<file path="src/rtl/rgb_led_sequencer.sv">
// Status LED driver: steady colour from base_rgb, prioritised blink sequences with one pending slot.
// Optional PWM dimming is built when RGB_PWM_EN is defined; otherwise brightness is ignored.
module rgb_led_sequencer #(
  parameter int TICK_DIV    = 50000,
  parameter int BLINK_TICKS = 250,
  parameter int PWM_BITS    = 4
) (
  input  logic                clock,
  input  logic                reset_n,
  input  logic [2:0]          base_rgb,
  input  logic                flash_req,
  input  logic [2:0]          flash_rgb,
  input  logic [2:0]          flash_count,
  input  logic [PWM_BITS-1:0] brightness,
  output logic                flash_busy,
  output logic                flash_done,
  output logic [2:0]          rgb_out
);

  localparam int PS_W = (TICK_DIV > 1) ? $clog2(TICK_DIV) : 1;
  localparam int BT_W = (BLINK_TICKS > 1) ? $clog2(BLINK_TICKS) : 1;

  typedef enum logic [1:0] {
    IDLE      = 2'd0,
    FLASH_ON  = 2'd1,
    FLASH_OFF = 2'd2
  } state_t;

  state_t            state_reg, state_next;
  logic [PS_W-1:0]   presc_reg;
  logic [BT_W-1:0]   ticks_reg;
  logic [2:0]        remain_reg;
  logic [2:0]        color_reg;
  logic              pend_valid_reg;
  logic [2:0]        pend_rgb_reg;
  logic [2:0]        pend_count_reg;
  logic              done_reg;
  logic [2:0]        rgb_reg;

  logic              req_valid;
  logic              tick;
  logic              phase_end;
  logic              seq_end;
  logic              start_req;
  logic              start_pend;
  logic [2:0]        sel_rgb;
  logic [2:0]        rgb_next;

  assign req_valid = flash_req && (flash_count != 3'd0);
  assign tick      = (presc_reg == PS_W'(TICK_DIV - 1));
  assign phase_end = tick && (ticks_reg == BT_W'(BLINK_TICKS - 1));
  assign seq_end   = (state_reg == FLASH_OFF) && phase_end && (remain_reg == 3'd1);

  // State register
  always_ff @(posedge clock or negedge reset_n) begin
    if (!reset_n) begin
      state_reg <= IDLE;
    end else begin
      state_reg <= state_next;
    end
  end

  // Next state; a request on the completion edge outranks the pending slot
  always_comb begin
    state_next = state_reg;
    start_req  = 1'b0;
    start_pend = 1'b0;
    case (state_reg)
      IDLE: begin
        if (req_valid) begin
          start_req  = 1'b1;
          state_next = FLASH_ON;
        end
      end
      FLASH_ON: begin
        if (phase_end) begin
          state_next = FLASH_OFF;
        end
      end
      FLASH_OFF: begin
        if (phase_end) begin
          if (remain_reg != 3'd1) begin
            state_next = FLASH_ON;
          end else if (req_valid) begin
            start_req  = 1'b1;
            state_next = FLASH_ON;
          end else if (pend_valid_reg) begin
            start_pend = 1'b1;
            state_next = FLASH_ON;
          end else begin
            state_next = IDLE;
          end
        end
      end
      default: state_next = IDLE;
    endcase
  end

  // Timing counters, captured sequence and pending slot
  always_ff @(posedge clock or negedge reset_n) begin
    if (!reset_n) begin
      presc_reg      <= '0;
      ticks_reg      <= '0;
      remain_reg     <= 3'd0;
      color_reg      <= 3'd0;
      pend_valid_reg <= 1'b0;
      pend_rgb_reg   <= 3'd0;
      pend_count_reg <= 3'd0;
      done_reg       <= 1'b0;
    end else begin
      done_reg <= seq_end;
      if (start_req) begin
        color_reg  <= flash_rgb;
        remain_reg <= flash_count;
        presc_reg  <= '0;
        ticks_reg  <= '0;
      end else if (start_pend) begin
        color_reg  <= pend_rgb_reg;
        remain_reg <= pend_count_reg;
        presc_reg  <= '0;
        ticks_reg  <= '0;
      end else if (state_reg != IDLE) begin
        presc_reg <= tick ? '0 : presc_reg + PS_W'(1);
        if (phase_end) begin
          ticks_reg <= '0;
        end else if (tick) begin
          ticks_reg <= ticks_reg + BT_W'(1);
        end
        if (state_reg == FLASH_OFF && phase_end) begin
          remain_reg <= remain_reg - 3'd1;
        end
      end

      if (start_pend) begin
        pend_valid_reg <= 1'b0;
      end else if (req_valid && state_reg != IDLE && !start_req) begin
        pend_valid_reg <= 1'b1;
        pend_rgb_reg   <= flash_rgb;
        pend_count_reg <= flash_count;
      end
    end
  end

  // Output colour selection
  always_comb begin
    sel_rgb = 3'b000;
    case (state_reg)
      IDLE:      sel_rgb = base_rgb;
      FLASH_ON:  sel_rgb = color_reg;
      FLASH_OFF: sel_rgb = 3'b000;
      default:   sel_rgb = 3'b000;
    endcase
  end

`ifdef RGB_PWM_EN
  logic [PWM_BITS-1:0] pwm_cnt_reg;
  logic                pwm_on;

  always_ff @(posedge clock or negedge reset_n) begin
    if (!reset_n) begin
      pwm_cnt_reg <= '0;
    end else begin
      pwm_cnt_reg <= pwm_cnt_reg + PWM_BITS'(1);
    end
  end

  // All-ones means fully on rather than on for 2^N-1 of 2^N cycles
  assign pwm_on = (brightness == '1) || (pwm_cnt_reg < brightness);

  genvar gi;
  generate
    for (gi = 0; gi < 3; gi++) begin : g_pwm
      assign rgb_next[gi] = sel_rgb[gi] & pwm_on;
    end
  endgenerate
`else
  logic unused_brightness;
  assign unused_brightness = ^brightness;

  genvar gi;
  generate
    for (gi = 0; gi < 3; gi++) begin : g_direct
      assign rgb_next[gi] = sel_rgb[gi];
    end
  endgenerate
`endif

  always_ff @(posedge clock or negedge reset_n) begin
    if (!reset_n) begin
      rgb_reg <= 3'b000;
    end else begin
      rgb_reg <= rgb_next;
    end
  end

  assign flash_busy = (state_reg != IDLE);
  assign flash_done = done_reg;
  assign rgb_out    = rgb_reg;

endmodule

</file>
<file path="config.mk">
export PLATFORM = sky130hd
export DESIGN_NAME = rgb_led_sequencer
export DESIGN_NICKNAME = d
export VERILOG_FILES = /design/src/rtl/rgb_led_sequencer.sv
export SDC_FILE = /design/constraint.sdc
export NUM_CORES = 1
export LEC_CHECK = 0
export BUFFER_PORTS_ARGS = -buffer_cell sky130_fd_sc_hd__buf_2
export CORE_UTILIZATION = 34
export CTS_CLUSTER_DIAMETER = 40
export DETAILED_ROUTE_END_ITERATION = 8
export PLACE_DENSITY_LB_ADDON = 0.12
export SKIP_LAST_GASP = 1
export SYNTH_ARGS = -nofsm -noshare
export SYNTH_HDL_FRONTEND = slang
export SYNTH_SLANG_ARGS = --single-unit
</file>
<file path="constraint.sdc">
create_clock -name clock -period 3.64 [get_ports clock]
set_clock_uncertainty 0.05 [all_clocks]
set_input_delay 1.092 -clock clock [delete_from_list [all_inputs] [get_ports clock]]
set_output_delay 1.092 -clock clock [all_outputs]
set_load 0.05 [all_outputs]
</file>
==> results of run 1 <==
power groups by stage:
| stage | clock network, mW | logic (mW) | registers [mW] |
|---|---|---|---|
| global route | 0.337 | 0.0578 | 0.499 |
| finish | 0.306 | 0.0500 | 0.498 |
| floorplan | 0 | 0.0267 | 0.505 |
| global placement | 0 | 0.0512 | 0.507 |
| detailed placement | 0 | 0.0515 | 0.507 |
| CTS | 0.321 | 0.0516 | 0.498 |
per-layer routing:
layer	part of all wire	up-vias	track usage
li1	-	1000	-
met1	0.53	974	0.2551
met2	0.42	31	0.2355
met3	0.035	7	0.03033
met4	0.013	0	0.06110
met5	0	-	0
placed cells by master (no fill, tap or decap), types with 2 or more instances in the layout:
| cell | n |
|---|---|
| o21ai_1 | 10 |
| and4bb_2 | 2 |
| clkbuf_8 | 5 |
| nand3b_1 | 3 |
| o211ai_2 | 2 |
| nand4_1 | 6 |
| or3_1 | 4 |
| a221o_1 | 3 |
| mux2_2 | 7 |
| mux2i_1 | 3 |
| nand2b_1 | 2 |
| and3_1 | 6 |
| and4_1 | 2 |
| or2_2 | 3 |
| nor2_1 | 27 |
| xnor2_1 | 3 |
| dfrtp_1 | 43 |
| inv_1 | 9 |
| nand2_1 | 20 |
| a22o_1 | 2 |
| buf_2 | 16 |
| a21oi_1 | 13 |
| nand3_1 | 14 |
| nor3_1 | 3 |
| clkinv_2 | 3 |
| o31ai_1 | 3 |
| xor2_1 | 5 |
| o21ai_0 | 18 |
| nor4_1 | 5 |
| ha_1 | 5 |
| buf_4 | 5 |
| a211oi_1 | 4 |
metrics by stage:
stage,instances,cell area [µm²]
after floorplan,258,2462
after global placement,368,2656
after detailed placement,368,2656
after CTS,376,2740
after global routing,376,2740
final,376,2740
final cells by class:
class	instances	share of cell area
multi-input combinational	198	0.4763
sequential	43	0.3927
tap	96	0.04384
timing repair buffer	21	0.04292
clock buffer	5	0.02511
inverter	10	0.01370
clock inverter	3	0.005479
cell families after synthesis:
group	after synthesis	synth area share
multiplexers	10	0.04421
flip-flops	43	0.4370
AO/OA/AOI/OAI	69	0.1936
adder cells (fa/ha/maj)	5	0.02541
buffers and inverters	17	0.03303
AND/OR/NAND/NOR	106	0.2383
XOR/XNOR	8	0.02846
path summary, 6_finish.rpt:
kind                               start       endpoint  slack (ns)  depth (start not counted)
setup reg to reg           presc_reg[10]   ticks_reg[1]        1.09                          5
setup / recovery            state_reg[1]     flash_busy        0.88                          3
hold reg to reg             ticks_reg[7]   ticks_reg[7]        0.44                          1
max in group asynchronous        reset_n   color_reg[0]        2.02                          1
min in group asynchronous        reset_n  presc_reg[10]        0.90                          1
hold / removal              ticks_reg[7]   ticks_reg[7]        0.44                          1
worst max-delay path: cells and delay by family (launching register included):
family                 cells  cell delay (ns)
buffers and inverters      2             0.63
flip-flops                 1             0.50
AND/OR/NAND/NOR            1             0.19
==> impl_metrics.ini, run 1 <==
[clock_tree]
cts_tree = built
cts-htree-levels = 2
post_cts_buffers = 0
clk_root_buffer_cell = clkbuf_8
clk-insertion-delay-late_ns = 0.30
cts_made_buffers = 5
cts_max_path_buffers = 2
cts_num_sinks = 43
hold_buffers = 0
clkTransAtPathRegs_ns = 0.09
cts_resized = 0

[floorplanning]
core_area_mm2 = 0.006907
num_io_pins = 21
die_w_um = 87.10
die_h_um = 87.10
start_util = 0.3565
rows = 30
die-area_mm2 = 0.007586

[place]
pre_cts_ws_ns = 0.6480
dp_hpwl_um = 3985
routabilityCongestion = 0.8104
port_buffers = 16

[yosys]
synth_nets = 279
yosys_warnings = 0
synth_edf_count = 0
synth-seq-area-share = 0.4370
yosys.area.top_type = dfrtp_1
yosysMostFrequentCell = dfrtp_1
yosys.area.top_type_share = 0.4370
avgSynthCellArea_um2 = 9.544
synthCells = 258
ys_top_cells_by_area = dfrtp_1, nor2_1, o21ai_0
synthArstFlopShare = 1.000
yosys_most_used_dff = dfrtp_1
yosysUniqueCellTypes = 56
synth_commonest_cells = dfrtp_1, nor2_1, nand2_1
synth_area_mm2 = 0.002462
synth-seq-cells = 43

[sta]
hold_ws_ns = 0.4402
setup_viol = 0
fin_crit_sh = 0.7596
hold_viol = 0
setup_slack_ns = 0.8751
tns_ns = 0
fmax_ghz = 0.3617
rsz0062_at_grt = false
slew_viol_final = 0
finalCriticalPeriod_ns = 2.765
worst_pin_slew_ns = 1.001
slew-limit-headroom = 0.3325

[route]
routed-via-count = 2012
finalWirelength_um = 5702
viasPerCell = 5.351
wl_per_cell_um = 15.16
drc_errors = 0
first_iter_violations = 109
drtAntennaViolNets = 0
dr.pass1.iters = 4

[layout]
fin_util = 0.3967
fillers = 707
largest_reg_flops = 16
drive_gt1_frac = 0.1964
area_growth_pct = 11.28
seqCellArea_mm2 = 0.001076
final_nets = 300
n_antenna_cell = 0
multi_input_area_mm2 = 0.001305

[power_and_ir_drop]
p_sw_frac = 0.2477
cellPowerDensity_mw_per_mm2 = 311.5
ir_worst_vdd_mv = 0.1076
p_leak_nw = 1.150
clock_power_share = 0.358
pwr-share-comb = 0.059
finalPower_mw = 0.8534
power_frac_seq = 0.583
netSwitchingPower_mw = 0.2114
p_int_mw = 0.6420

[global_route]
grt_first_pass_wirelength_um = 9791
grt_max_degree = 44
grt-ovfl-total = 0
grt_usage = 0.1679
grt_pass1_vias = 1869
grt_antenna_before_repair = 0

[worst_setup_path]
critical_path_class = reg -> out
cp-start-kind = register
cp_max_fo = 10
path_cells = nor2_1, clkinv_1, buf_2
crit_path_end_kind = primary output
crit_arrival_ns = 1.62
max_stage_delay_ns = 0.50
cp_slowest_cell = dfrtp_1
crit_required_ns = 2.50

[worst_hold_path]
hp-class = reg -> reg

[run]
cap_violations = 0

[outcome]
status = completed
Note: power is estimated with default switching activity, not from simulation.
==> inputs of run 2 (changes only) <==
--- a/config.mk
+++ b/config.mk
@@ -5,6 +5,7 @@
 export SDC_FILE = /design/constraint.sdc
 export NUM_CORES = 1
 export LEC_CHECK = 0
+export ABC_AREA = 1
 export BUFFER_PORTS_ARGS = -buffer_cell sky130_fd_sc_hd__buf_2
 export CORE_UTILIZATION = 34
 export CTS_CLUSTER_DIAMETER = 40
==> constraint.sdc (replaced) <==
create_clock -name clock -period 2.5 [get_ports clock]
set_clock_uncertainty 0.05 [all_clocks]
set_input_delay 0.75 -clock clock [delete_from_list [all_inputs] [get_ports clock]]
set_output_delay 0.75 -clock clock [all_outputs]
set_load 0.05 [all_outputs]
==> impl_metrics.ini, run 2 <==
[outcome]
status = completed

[sta]
rsz0062_at_grt = false
worst_pin_slew_ns = 0.4840
fin_crit_sh = 0.8517
slew-limit-headroom = 0.6764
setup_viol = 0
hold_viol = 0
fmax_ghz = 0.4697
tns_ns = 0
finalCriticalPeriod_ns = 2.129
slew_viol_final = 0
setup_slack_ns = 0.3709

[clock_tree]
clk-insertion-delay-late_ns = 0.30
clk_root_buffer_cell = clkbuf_8
cts_resized = 0
cts_max_path_buffers = 2
cts_num_sinks = 43
cts-htree-levels = 2
post_cts_buffers = 0
hold_buffers = 0
cts_made_buffers = 5
clkTransAtPathRegs_ns = 0.09
cts_tree = built

[floorplanning]
die-area_mm2 = 0.008359
die_h_um = 91.43
start_util = 0.3518
die_w_um = 91.43
core_area_mm2 = 0.007727
num_io_pins = 21
rows = 32

[place]
dp_hpwl_um = 4683
port_buffers = 16
pre_cts_ws_ns = 0.2185
routabilityCongestion = 0.8538

[global_route]
grt_first_pass_wirelength_um = 11140
grt_max_degree = 44
grt_antenna_before_repair = 0
grt_usage = 0.1678
grt-ovfl-total = 0
grt_pass1_vias = 2255

[route]
drc_errors = 0
routed-via-count = 2298
dr.pass1.iters = 4
first_iter_violations = 80
wl_per_cell_um = 13.62
viasPerCell = 4.900
drtAntennaViolNets = 0
finalWirelength_um = 6389

[worst_setup_path]
r2r_setup_slack_ns = 0.39
cp_max_fo = 6
cp-start-kind = register
crit_arrival_ns = 1.33
crit_path_end_kind = primary output
r2r_end = pend_valid_reg
critical_path_class = reg -> out
reg2regPathDepth = 8
crit_start = state_reg[1]
r2r-start = presc_reg[0]
crit_required_ns = 1.70

[layout]
largest_reg_flops = 16
final_cell_mix = nand2_1, dfrtp_1, inv_1
area_growth_pct = 11.92
n_antenna_cell = 0
drive_gt1_frac = 0.1662
final_nets = 387
final_common_cell = nand2_1

[yosys]
synth_commonest_cells = nand2_1, dfrtp_1, inv_1
synth_edf_count = 0
yosysMostFrequentCell = nand2_1
yosys_warnings = 0
synth-seq-cells = 43
avgSynthCellArea_um2 = 7.927
synthArstFlopShare = 1.000
yosysUniqueCellTypes = 39
synth_area_mm2 = 0.002719
ys_top_cells_by_area = dfrtp_1, nand2_1, nand3_1
synth_nets = 364
yosys_most_used_dff = dfrtp_1
yosys.area.top_type = dfrtp_1
synth-seq-area-share = 0.3958
yosys.area.top_type_share = 0.3958
synthCells = 343

[power_and_ir_drop]
clock_power_share = 0.200
power_frac_seq = 0.410
cellPowerDensity_mw_per_mm2 = 833.0
p_sw_frac = 0.4134
ir_worst_vdd_mv = 0.3767
p_leak_nw = 1.435
pwr-share-comb = 0.390
netSwitchingPower_mw = 1.048
p_int_mw = 1.487

[worst_hold_path]
hp-class = in -> async

[run]
cap_violations = 0
run 2: worst max-delay path by stage:
| stage | slack, ns | cells after the start | end |
|---|---|---|---|
| finish | 0.37 | 3 | flash_busy |
| global route | 0.15 | 9 | pend_rgb_reg[1] |
| CTS | 0.37 | 3 | flash_busy |
| detailed placement | 0.22 | 11 | ticks_reg[1] |
| global placement | 0.25 | 11 | ticks_reg[1] |
| floorplan | 0.50 | 11 | color_reg[0] |
run 2: power groups by stage:
stage          clock (mW)  sequential [mW]  combinational, mW
3_3_place_gp            0             1.05              0.995
2_1_floorplan           0             1.09              0.698
6_report            0.506             1.04              0.989
3_5_place_dp            0             1.05               1.00
5_1_grt             0.552             1.07               1.13
4_1_cts             0.526             1.04               1.00
run 2: cells by family (layout without fill, tap and decap cells):
| logic type | Yosys count | after routing | synth area share |
|---|---|---|---|
| adder cells (fa/ha/maj) | 5 | 5 | 0.02301 |
| AO/OA/AOI/OAI | 39 | 39 | 0.1003 |
| AND/OR/NAND/NOR | 188 | 188 | 0.3410 |
| XOR/XNOR | 18 | 18 | 0.05798 |
| buffers and inverters | 50 | 74 | 0.08191 |
| flip-flops | 43 | 43 | 0.3958 |
run 2: critical path: stages (launching register included):
cell and delay, ns:
dfrtp_1 0.40, nor2_1 0.07, inv_1 0.24, buf_2 0.33
run 2: metal layers:
| metal | up-vias | global-route usage | wire length [µm] |
|---|---|---|---|
| met4 | 0 | 0.04233 | 79 |
| met3 | 7 | 0.02764 | 167 |
| met1 | 1076 | 0.2360 | 3246 |
| met2 | 36 | 0.2669 | 2896 |
| li1 | 1179 | - | - |
| met5 | - | 0 | 0 |
run 2: per-stage QoR:
| stage | area, µm² | total power, mW | util | hold WS [ns] | instances |
|---|---|---|---|---|---|
| final | 3043 | 2.535 | 0.3938 | 0.3726 | 469 |
| after global placement | 2939 | 2.045 | 0.3803 | 0.4330 | 461 |
| after CTS | 3043 | 2.567 | 0.3938 | 0.3824 | 469 |
| after global routing | 3043 | 2.746 | 0.3938 | 0.3930 | 469 |
| after floorplan | 2719 | 1.792 | - | 0.4044 | 343 |
| after detailed placement | 2939 | 2.051 | 0.3803 | 0.4362 | 461 |
run 2: layout make-up:
type	instances	area (µm²)
clock buffer	7	96.34
clock inverter	1	7.507
fill	828	4684
inverter	42	162.7
multi-input combinational	250	1420
sequential	43	1076
tap	102	127.6
timing repair buffer	24	152.6
